===== config.mk =====
export PLATFORM = sky130hd
export DESIGN_NAME = eth_rst_seq
export DESIGN_NICKNAME = d
export VERILOG_FILES = /design/src/rtl/eth_pkg.sv /design/src/rtl/eth_sync_ff.sv /design/src/rtl/eth_rst_seq.sv
export SDC_FILE = /design/constraint.sdc
export NUM_CORES = 1
export LEC_CHECK = 0
export BUFFER_PORTS_ARGS = -buffer_cell sky130_fd_sc_hd__buf_2
export CAP_MARGIN = 20
export CORE_AREA = 2 2 82 45
export CTS_CLUSTER_DIAMETER = 150
export DETAILED_ROUTE_END_ITERATION = 16
export DIE_AREA = 0 0 84 47
export PLACE_DENSITY = 0.72
export SLEW_MARGIN = 20
export SYNTH_ARGS = -nofsm -noshare
export SYNTH_HDL_FRONTEND = slang
export SYNTH_HIERARCHICAL = 1
export SYNTH_SLANG_ARGS = --single-unit

===== constraint.sdc =====
create_clock -name clk -period 7 [get_ports clk]
set_clock_uncertainty 0.2 [all_clocks]
set_input_delay 1.75 -clock clk [delete_from_list [all_inputs] [get_ports clk]]
set_output_delay 1.75 -clock clk [all_outputs]
set_load 0.01 [all_outputs]

===== src/rtl/eth_pkg.sv =====
// rtl/eth_pkg.sv - shared types and helpers for the Ethernet reset sequencer
package eth_pkg;

  // State encoding is also decoded by debug/ILA logic through state_o.
  typedef enum logic [2:0] {
    S_RESET       = 3'd0,
    S_WAIT_LOCK   = 3'd1,
    S_LOCK_STABLE = 3'd2,
    S_PHY_RST     = 3'd3,
    S_PHY_WAKE    = 3'd4,
    S_RUN         = 3'd5
  } eth_rst_state_t;

  function automatic int max3(input int a, input int b, input int c);
    int m;
    m = (a > b) ? a : b;
    return (m > c) ? m : c;
  endfunction

endpackage


===== src/rtl/eth_sync_ff.sv =====
// rtl/eth_sync_ff.sv - generic N-flop single-bit synchronizer
module eth_sync_ff #(
  parameter int   STAGES  = 2,
  parameter logic RST_VAL = 1'b0
) (
  input  logic clk,
  input  logic rst_n,
  input  logic d_i,
  output logic q_o
);

  logic [STAGES-1:0] sync_q;

  // Shift the asynchronous input through the flop chain; oldest bit is the output.
  always_ff @(posedge clk or negedge rst_n) begin
    if (!rst_n) begin
      sync_q <= {STAGES{RST_VAL}};
    end else begin
      sync_q <= {sync_q[STAGES-2:0], d_i};
    end
  end

  assign q_o = sync_q[STAGES-1];

endmodule


===== src/rtl/eth_rst_seq.sv =====
// rtl/eth_rst_seq.sv - PHY/MAC reset sequencer driven by MMCM lock
module eth_rst_seq
  import eth_pkg::*;
#(
  parameter int SYNC_STAGES        = 2,
  parameter int LOCK_STABLE_CYCLES = 1024,
  parameter int PHY_RST_CYCLES     = 1250000,
  parameter int PHY_WAKE_CYCLES    = 6250000
) (
  input  logic       clk,
  input  logic       rst_n,
  input  logic       clk_locked_i,
  input  logic       soft_rst_i,
  output logic       phy_rst_n_o,
  output logic       mac_rst_o,
  output logic       rst_done_o,
  output logic [2:0] state_o
);

  localparam int MAX_N = max3(LOCK_STABLE_CYCLES, PHY_RST_CYCLES, PHY_WAKE_CYCLES);
  localparam int CNT_W = $clog2(MAX_N) + 1;

  localparam logic [CNT_W-1:0] LS_LAST   = CNT_W'(LOCK_STABLE_CYCLES - 1);
  localparam logic [CNT_W-1:0] RST_LAST  = CNT_W'(PHY_RST_CYCLES - 1);
  localparam logic [CNT_W-1:0] WAKE_LAST = CNT_W'(PHY_WAKE_CYCLES - 1);

  if (SYNC_STAGES < 2) begin : g_bad_sync
    $error("eth_rst_seq: SYNC_STAGES must be >= 2");
  end
  if (LOCK_STABLE_CYCLES < 1 || PHY_RST_CYCLES < 1 || PHY_WAKE_CYCLES < 1) begin : g_bad_cycles
    $error("eth_rst_seq: cycle counts must be >= 1");
  end

  logic            lock_s;
  eth_rst_state_t  state_q, state_d;
  logic [CNT_W-1:0] cnt_q, cnt_d;
  logic            phy_rst_n_q, phy_rst_n_d;
  logic            mac_rst_q, mac_rst_d;
  logic            rst_done_q, rst_done_d;
  logic            restart;

  eth_sync_ff #(
    .STAGES  (SYNC_STAGES),
    .RST_VAL (1'b0)
  ) u_lock_sync (
    .clk   (clk),
    .rst_n (rst_n),
    .d_i   (clk_locked_i),
    .q_o   (lock_s)
  );

  // Next state (lock loss > soft request > timeout), counter and output decode.
  always_comb begin
    state_d = state_q;
    restart = 1'b0;
    cnt_d   = cnt_q;
    unique case (state_q)
      S_RESET:     state_d = S_WAIT_LOCK;
      S_WAIT_LOCK: if (lock_s) state_d = S_LOCK_STABLE;
      S_LOCK_STABLE: begin
        if (!lock_s)               state_d = S_WAIT_LOCK;
        else if (cnt_q == LS_LAST) state_d = S_PHY_RST;
      end
      S_PHY_RST: begin
        if (!lock_s) state_d = S_WAIT_LOCK;
        else if (soft_rst_i) restart = 1'b1;
        else if (cnt_q == RST_LAST) state_d = S_PHY_WAKE;
      end
      S_PHY_WAKE: begin
        if (!lock_s) state_d = S_WAIT_LOCK;
        else if (soft_rst_i) state_d = S_PHY_RST;
        else if (cnt_q == WAKE_LAST) state_d = S_RUN;
      end
      S_RUN: begin
        if (!lock_s)         state_d = S_WAIT_LOCK;
        else if (soft_rst_i) state_d = S_PHY_RST;
      end
      default: state_d = S_RESET;
    endcase

    // Timed states count up from zero; untimed states keep the counter parked at zero.
    if (state_d != state_q || restart) begin
      cnt_d = '0;
    end else if (state_q == S_LOCK_STABLE || state_q == S_PHY_RST || state_q == S_PHY_WAKE) begin
      cnt_d = cnt_q + CNT_W'(1);
    end

    phy_rst_n_d = (state_d == S_PHY_WAKE) || (state_d == S_RUN);
    mac_rst_d   = (state_d != S_RUN);
    rst_done_d  = (state_d == S_RUN);
  end

  // State, counter and registered outputs; reset forces every output to its safe value.
  always_ff @(posedge clk or negedge rst_n) begin
    if (!rst_n) begin
      state_q     <= S_RESET;
      cnt_q       <= '0;
      phy_rst_n_q <= 1'b0;
      mac_rst_q   <= 1'b1;
      rst_done_q  <= 1'b0;
    end else begin
      state_q     <= state_d;
      cnt_q       <= cnt_d;
      phy_rst_n_q <= phy_rst_n_d;
      mac_rst_q   <= mac_rst_d;
      rst_done_q  <= rst_done_d;
    end
  end

  assign phy_rst_n_o = phy_rst_n_q;
  assign mac_rst_o   = mac_rst_q;
  assign rst_done_o  = rst_done_q;
  assign state_o     = state_q;

endmodule


==> results of run 1 <==
[through the flow]
| step | power (uW) | setup WS (ns) | hold WS [ns] | cells |
|---|---|---|---|---|
| after floorplan | 226 | 3.76 | 0.131 | 180 |
| after global placement | 234 | 3.13 | 0.137 | 225 |
| after detailed placement | 235 | 3.04 | 0.149 | 225 |
| after CTS | 409 | 3.34 | 0.165 | 233 |
| after global routing | 425 | 3.17 | 0.183 | 233 |
| final | 407 | 3.33 | 0.170 | 233 |
[layer usage]
metal  vias up  track usage [%]  share of wire, %
met1       716             34.1                52
met2        40             37.3                43
met5         -                0                 0
met3         4             5.10               5.0
li1        662                -                 -
met4         0             6.45              0.66
[area by class of cell]
| type | count | area [um2] |
|---|---|---|
| Clock buffer | 5 | 68.8 |
| Clock inverter | 3 | 42.5 |
| Fill cell | 269 | 1220 |
| Timing Repair Buffer | 10 | 52.6 |
| Sequential cell | 32 | 802 |
| Multi-Input combinational cell | 134 | 986 |
| Tap cell | 42 | 52.6 |
| Inverter | 7 | 26.3 |
[cells in the final DEF (no fill, tap or decap), types with 2 or more instances in the layout]
master / n
inv_1: 7
nor2b_1: 2
or3b_1: 3
nor3_1: 11
nand2_1: 13
nand3_1: 8
clkbuf_8: 5
nor4_1: 4
buf_2: 9
a21oi_1: 4
nand2b_1: 4
xor2_1: 9
nor2_1: 8
dfrtp_1: 31
nor3_2: 20
and4_1: 5
xnor2_1: 14
nand4_1: 6
[where the power goes]
group	switching [uW]	internal (uW)	leakage, uW
clock network	69.8	105	0.0000541
registers	5.07	187	0.000433
logic	28.6	10.5	0.000284
total	104	303	0.000771
[worst paths after layout]
path	from	end	slack [ns]	cells after the start
max in group asynchronous	rst_n	cnt_q[23]$_DFFE_PN0P_	4.84	1
min in group asynchronous	rst_n	cnt_q[9]$_DFFE_PN0P_	1.31	1
max	soft_rst_i	cnt_q[10]$_DFFE_PN0P_	3.33	7
min reg2reg	u_lock_sync/sync_q[0]$_DFF_PN0_	u_lock_sync/sync_q[1]$_DFF_PN0_	0.17	0
max reg2reg	cnt_q[0]$_DFFE_PN0P_	cnt_q[10]$_DFFE_PN0P_	3.55	7
min	u_lock_sync/sync_q[0]$_DFF_PN0_	u_lock_sync/sync_q[1]$_DFF_PN0_	0.17	0
[worst max-delay path, delay by kind of cell]
kind | cells | cell delay [ns]
AND/OR/NAND/NOR | 4 | 0.56
multiplexers | 1 | 0.84
AO/OA/AOI/OAI | 1 | 0.31
buffers and inverters | 1 | 0.13
[registers in the layout, indices dropped and copies added, names as in the netlist]
| register | count |
|---|---|
| rst_done_o | 1 |
| phy_rst_n_o | 1 |
| mac_rst_o | 1 |
| state_o | 3 |
| cnt_q | 24 |
| u_lock_sync/sync_q | 2 |
[cell families after synthesis]
group	after synthesis
buffers and inverters	14
adders and majority gates	1
muxes	2
AOI/OAI and AO/OA	14
DFF	32
xor gates and xnor gates	23
and+or+nand+nor	94
==> results.txt, run 1 <==
----------------------------------------------------
[Floorplanning]
  Core area ... 3250 um2
  Chip height ... 47 um
  Number of cell rows ... 15
  Starting utilization of the core area ... 57.0%
  Area of the die ... 3950 um2
  Top-Level Pins ... 10
  Die width ... 84 um

[Logic synthesis]
  Post-Synth Adder-Cell Area ... less than 1%
  Mux share of post-synthesis cell area ... 1.28%
  Xor and xnor fraction of the mapped netlist area ... roughly 11%
  Most instantiated cells after synthesis ... 31 x dfrtp_1, 20 x nor3_2, 14 x xnor2_1
  Number of distinct library cell variants in the gate-level netlist after synthesis ... 43
  Area of the mapped netlist ... between 1500 and 2000 um2
  Area contributors post-synth ... dfrtp_1 42%, nor3_2 11%, xnor2_1 6.6%
  Portion of synthesized cell area occupied by the leading cell type ... 41.9%
  Post-synthesis share of cell area spent on and, or, nand and nor gates ... between 30% and 40%
  Most common cell in the synthesized netlist ... dfrtp_1
  Top_reg_cell synth ... dfrtp_1
  Synthesized area per cell ... ~10 um2
  Most area-hungry cell type in the Yosys netlist ... dfrtp_1
  Seq/Total Area, Yosys ... ~43%
  Cells after Synth ... between 150 and 200
  Number of register bits inferred by synthesis ... 32
  Synth Area in Compound Gates ... between 5 and 6%
  EDFF count, synth ... 0
  Warnings, synthesis ... 6
  Async set or reset register ratio after synthesis ... 100%
  Total nets after synthesis ... approximately 190
  Main combinational cell family by area after synthesis ... simple AND/OR/NAND/NOR gates

[Detailed routing]
  Wire per inst ... approximately 17 um
  Detailed Routing Iterations Pass 1 ... 4
  Sum of routed wire length over all layers ... about 3900 um
  First DRT Iteration DRCs ... 93
  Detail Route Antenna Nets ... 0
  Vias after detailed routing ... between 1000 and 1500
  Average vias per placed instance ... between 6 and 7
  DRC viols ... 0

[Place]
  Number of port buffers ... 9
  GP Congestion ... approximately 0.82
  Final HPWL from detailed placement ... between 2000 and 3000 um
  Post-DP Area ... about 1900 um2

[Cells and area]
  Antenna diode count ... 0
  Area Growth Syn to Fin ... 9.66%
  Utilization after layout ... between 60 and 70%
  Layout cells sized above 1 ... between 20 and 30%
  Number of nets in the layout ... about 200
  Final cell area excluding filler cells ... approximately 2000 um2

[Global routing]
  Overall track demand over capacity in global routing ... between 20% and 30%
  Number of antenna violations at the first check in global routing ... 0
  Pin count of the biggest net entering global routing ... 33
  Number of global-route vias before repair ... approximately 1400
  First-pass GRT wire length ... 7140 um
  Total congestion overflow after global routing ... 0

[Outcome]
  Run status ... complete, no violations

[STA]
  Total Neg Setup Slack ... 0 ns
  Post-layout min period ... between 3 and 4 ns
  Number of setup violations in the final report ... 0
  Fin crit share ... 52.5%
  Highest Clock Rate ... roughly 0.27 GHz
  Count of pins over their slew limit ... 0
  Remaining max-slew budget at the tightest pin ... roughly 28%
  Worst-Margin Slew ... 1.05 ns
  Setup repair after global routing missed its margin ... no
  Total count of hold-check failures in the final report ... 0

[Critical path]
  Worst-path fanout max ... 24
  Nature of the critical path endpoint ... register
  Critical-path cell list ... buf_2, nor2b_1, nand4_1, o31a_1, nand2b_1, mux2i_4, nor3_1
  Kind of critical path ... input pin to register
  Cell with the biggest individual delay on the critical path ... mux2i_4
  CP Data Arrival Time ... around 3.6 ns
  Critical path's largest stage delay ... 0.84 ns
  Setup crit start kind ... input pin
  Req. time, crit path ... 6.92 ns

[Clock tree]
  TritonCTS clock tree ... done
  Number of buffers added by the clock tree synthesis step ... 5
  H-Tree Level Count ... 2
  Root Buffer Master ... clkbuf_8
  Insertion delay to the later sink of the worst-skew pair ... approximately 0.28 ns
  Setup Buffers After CTS ... 0
  Maximum buffer depth of the clock tree ... 2
  Clock sink total ... 32
  Clock transition at path regs ... 0.07 ns
  Hold bufs inserted after CTS ... 0
  PostCTS Resize Cnt ... 0

[Min path]
  Path category of the worst min-delay check ... register to register

[Pwr]
  Power density over the cells ... between 200 and 250 nW/um2
  Peak ir drop on the vdd network ... between 0.0001 and 0.00015 V
  Leakage power ... 0.000771 uW

[Job]
  Max-cap check violation count ... 0

----------------------------------------------------
(Power assumes the default switching activity.)
==> inputs of run 2 (changes only) <==
==> constraint.sdc (replaced) <==
create_clock -name clk -period 3.8 [get_ports clk]
set_clock_uncertainty 0.2 [all_clocks]
set_input_delay 0.95 -clock clk [delete_from_list [all_inputs] [get_ports clk]]
set_output_delay 0.95 -clock clk [all_outputs]
set_load 0.01 [all_outputs]
==> results.txt, run 2 (synthesized netlist as in run 1, its figures left out) <==
----------------------------------------------------
[Outcome]
  Run status ... complete, no violations (unchanged)

[Global routing]
  Total congestion overflow after global routing ... 0 (unchanged)
  Number of global-route vias before repair ... 1364 (was 1432)
  Pin count of the biggest net entering global routing ... 33 (unchanged)
  First-pass GRT wire length ... 6560 um (was 7140 um)
  Number of antenna violations at the first check in global routing ... 0 (unchanged)
  Overall track demand over capacity in global routing ... 22.4% (was 23.7%)

[STA]
  Remaining max-slew budget at the tightest pin ... 53.9% (was 28.3%)
  Total count of hold-check failures in the final report ... 0 (unchanged)
  Minimum setup slack in the final design ... 0.808 ns (was 3.33 ns)
  Highest Clock Rate ... around 0.33 GHz
  Count of pins over their slew limit ... 0 (unchanged)
  Worst-Margin Slew ... 0.692 ns (was 1.05 ns)
  Post-layout min period ... 2.99 ns
  Fin crit share ... a little under 80%
  Number of setup violations in the final report ... 0 (unchanged)
  Setup repair after global routing missed its margin ... no (unchanged)
  Total Neg Setup Slack ... 0 ns (unchanged)

[Clock tree]
  Clock transition at path regs ... 0.07 ns (about the same)
  H-Tree Level Count ... 2 (unchanged)
  Root Buffer Master ... clkbuf_8 (unchanged)
  Insertion delay to the later sink of the worst-skew pair ... 0.28 ns (about the same)
  Number of buffers added by the clock tree synthesis step ... 5 (unchanged)
  Setup Buffers After CTS ... 0 (unchanged)
  PostCTS Resize Cnt ... 0 (unchanged)
  Maximum buffer depth of the clock tree ... 2 (unchanged)
  TritonCTS clock tree ... done (unchanged)
  Hold bufs inserted after CTS ... 0 (unchanged)
  Clock sink total ... 32 (unchanged)

[Critical path]
  Kind of critical path ... register to register (was input pin to register)
  Critical path's largest stage delay ... 0.52 ns (was 0.84 ns)
  CP Data Arrival Time ... 2.94 ns (was 3.60 ns)
  Setup crit start kind ... register (was input pin)
  Worst-path fanout max ... 24 (unchanged)
  Critical-path cell list ... ha_1, nor4b_2, or3b_1, or4b_4, nand3_2, mux2i_4, buf_4, nor3_1 (was buf_2, nor2b_1, nand4_1, o31a_1, nand2b_1, mux2i_4, nor3_1)
  Slack of the worst reg-to-reg path ... 0.81 ns (was 3.55 ns)
  Reg-to-reg critical path startpoint ... cnt_q[0]$_DFFE_PN0P_ (unchanged)
  Cell with the biggest individual delay on the critical path ... or4b_4 (was mux2i_4)
  Reg2reg end ... cnt_q[10]$_DFFE_PN0P_ (unchanged)
  Register-to-Register Path Depth ... 8 (was 7)
  Top cell family by delay on the critical path ... simple AND/OR/NAND/NOR gates (was multiplexers)
  CP Buf/Inv Count ... 1 (unchanged)
  Nature of the critical path endpoint ... register (unchanged)
  Req. time, crit path ... 3.75 ns (was 6.92 ns)

[Place]
  Setup slack at placement ... 0.804 ns (was 3.04 ns)
  Number of port buffers ... 9 (unchanged)
  GP Congestion ... 0.864 (was 0.823)
  Final HPWL from detailed placement ... 2820 um (was 2780 um)

[Pwr]
  Power density over the cells ... 367 nW/um2 (was 200 nW/um2)
  Leakage power ... 0.000777 uW (was 0.000771 uW)
  Peak ir drop on the vdd network ... 0.000299 V (was 0.000146 V)

[Min path]
  Hold_sp ... u_lock_sync/sync_q[0]$_DFF_PN0_ (unchanged)
  Endpoint of the worst hold path ... u_lock_sync/sync_q[1]$_DFF_PN0_ (unchanged)
  Worst Hold Path Cells ... 0 (unchanged)
  Path category of the worst min-delay check ... register to register (unchanged)

[Job]
  Max-cap check violation count ... 0 (unchanged)

[Detailed routing]
  Detailed Routing Iterations Pass 1 ... 4 (unchanged)
  Vias after detailed routing ... 1364 (was 1422)
  Sum of routed wire length over all layers ... 3820 um (was 3940 um)
  First DRT Iteration DRCs ... 97 (was 93)
  Wire per inst ... 16.3 um (was 16.9 um)
  Detail Route Antenna Nets ... 0 (unchanged)
  Average vias per placed instance ... 5.83 (was 6.10)
  DRC viols ... 0 (unchanged)

[Floorplanning]
  Top-Level Pins ... 10 (unchanged)
  Chip height ... 47 um (unchanged)
  Starting utilization of the core area ... 57.0% (unchanged)
  Die width ... 84 um (unchanged)
  Number of cell rows ... 15 (unchanged)
  Area of the die ... 3950 um2 (unchanged)
  Core area ... 3250 um2 (unchanged)

[Cells and area]
  Fillers ... 257 (was 269)
  Register with the most flip-flops ... cnt_q (unchanged)
  Area Growth Syn to Fin ... 9.86% (was 9.66%)
  Area used by multi-input combinational logic ... 986 um2 (unchanged)
  Antenna diode count ... 0 (unchanged)
  Sequential Area ... 802 um2 (unchanged)
  Flip-flop count of the largest register, all copies and words added ... 24 (unchanged)
  Layout cells sized above 1 ... 25.0% (was 25.1%)
  Leading cell type in the layout, fill and taps excluded ... dfrtp_1 (unchanged)
  Number of nets in the layout ... 196 (was 195)
  Commonest cells after routing, fill and taps aside ... 31 x dfrtp_1, 20 x nor3_2, 14 x xnor2_1 (unchanged)

----------------------------------------------------
-- run 2: worst max-delay path by stage --
| stage | from | to | slack (ns) | depth (start not counted) |
|---|---|---|---|---|
| after floorplan | cnt_q[0]$_DFFE_PN0P_ | cnt_q[1]$_DFFE_PN0P_ | 1.13 | 8 |
| after global placement | cnt_q[0]$_DFFE_PN0P_ | cnt_q[13]$_DFFE_PN0P_ | 0.98 | 8 |
| after detailed placement | cnt_q[0]$_DFFE_PN0P_ | cnt_q[10]$_DFFE_PN0P_ | 0.80 | 8 |
| after CTS | cnt_q[0]$_DFFE_PN0P_ | cnt_q[10]$_DFFE_PN0P_ | 0.78 | 8 |
| after global routing | cnt_q[1]$_DFFE_PN0P_ | cnt_q[10]$_DFFE_PN0P_ | 0.66 | 8 |
| final | cnt_q[0]$_DFFE_PN0P_ | cnt_q[10]$_DFFE_PN0P_ | 0.81 | 8 |
-- run 2: cell type report --
class | instances | area share, %
Tap cell | 42 | 2.58
Clock inverter | 2 | 1.72
Timing Repair Buffer | 11 | 2.95
Multi-Input combinational cell | 134 | 48.5
Inverter | 7 | 1.29
Sequential cell | 32 | 39.4
Clock buffer | 6 | 3.57
-- run 2: report_power, final --
group          switching, uW  internal [uW]
registers               9.37            345
clock network            124            194
logic                   52.3           21.4
total                    186            561
-- run 2: stage by stage --
stage	cell area, um2	total power [uW]	util (%)	instances	hold slack [ns]
final	2030	747	62.7	234	0.182
after global routing	2030	780	62.7	234	0.193
after CTS	2030	753	62.7	234	0.182
after detailed placement	1930	436	59.3	226	0.167
after global placement	1930	431	59.3	226	0.136
after floorplan	1850	416	-	180	0.131
-- run 2: worst reg2reg max path, delay by kind of cell, from the launching register on --
kind / cells / cell delay (ns)
and+or+nand+nor: 5 / 1.45
DFF: 1 / 0.39
buffers and inverters: 1 / 0.36
adders and majority gates: 1 / 0.22
muxes: 1 / 0.21
-- run 2: layer usage --
layer	up-vias	wire, um	GRT usage [%]
li1	664	-	-
met1	663	1930	31.3
met2	32	1670	35.7
met3	5	193	5.27
met4	0	31	7.10
met5	-	0	0
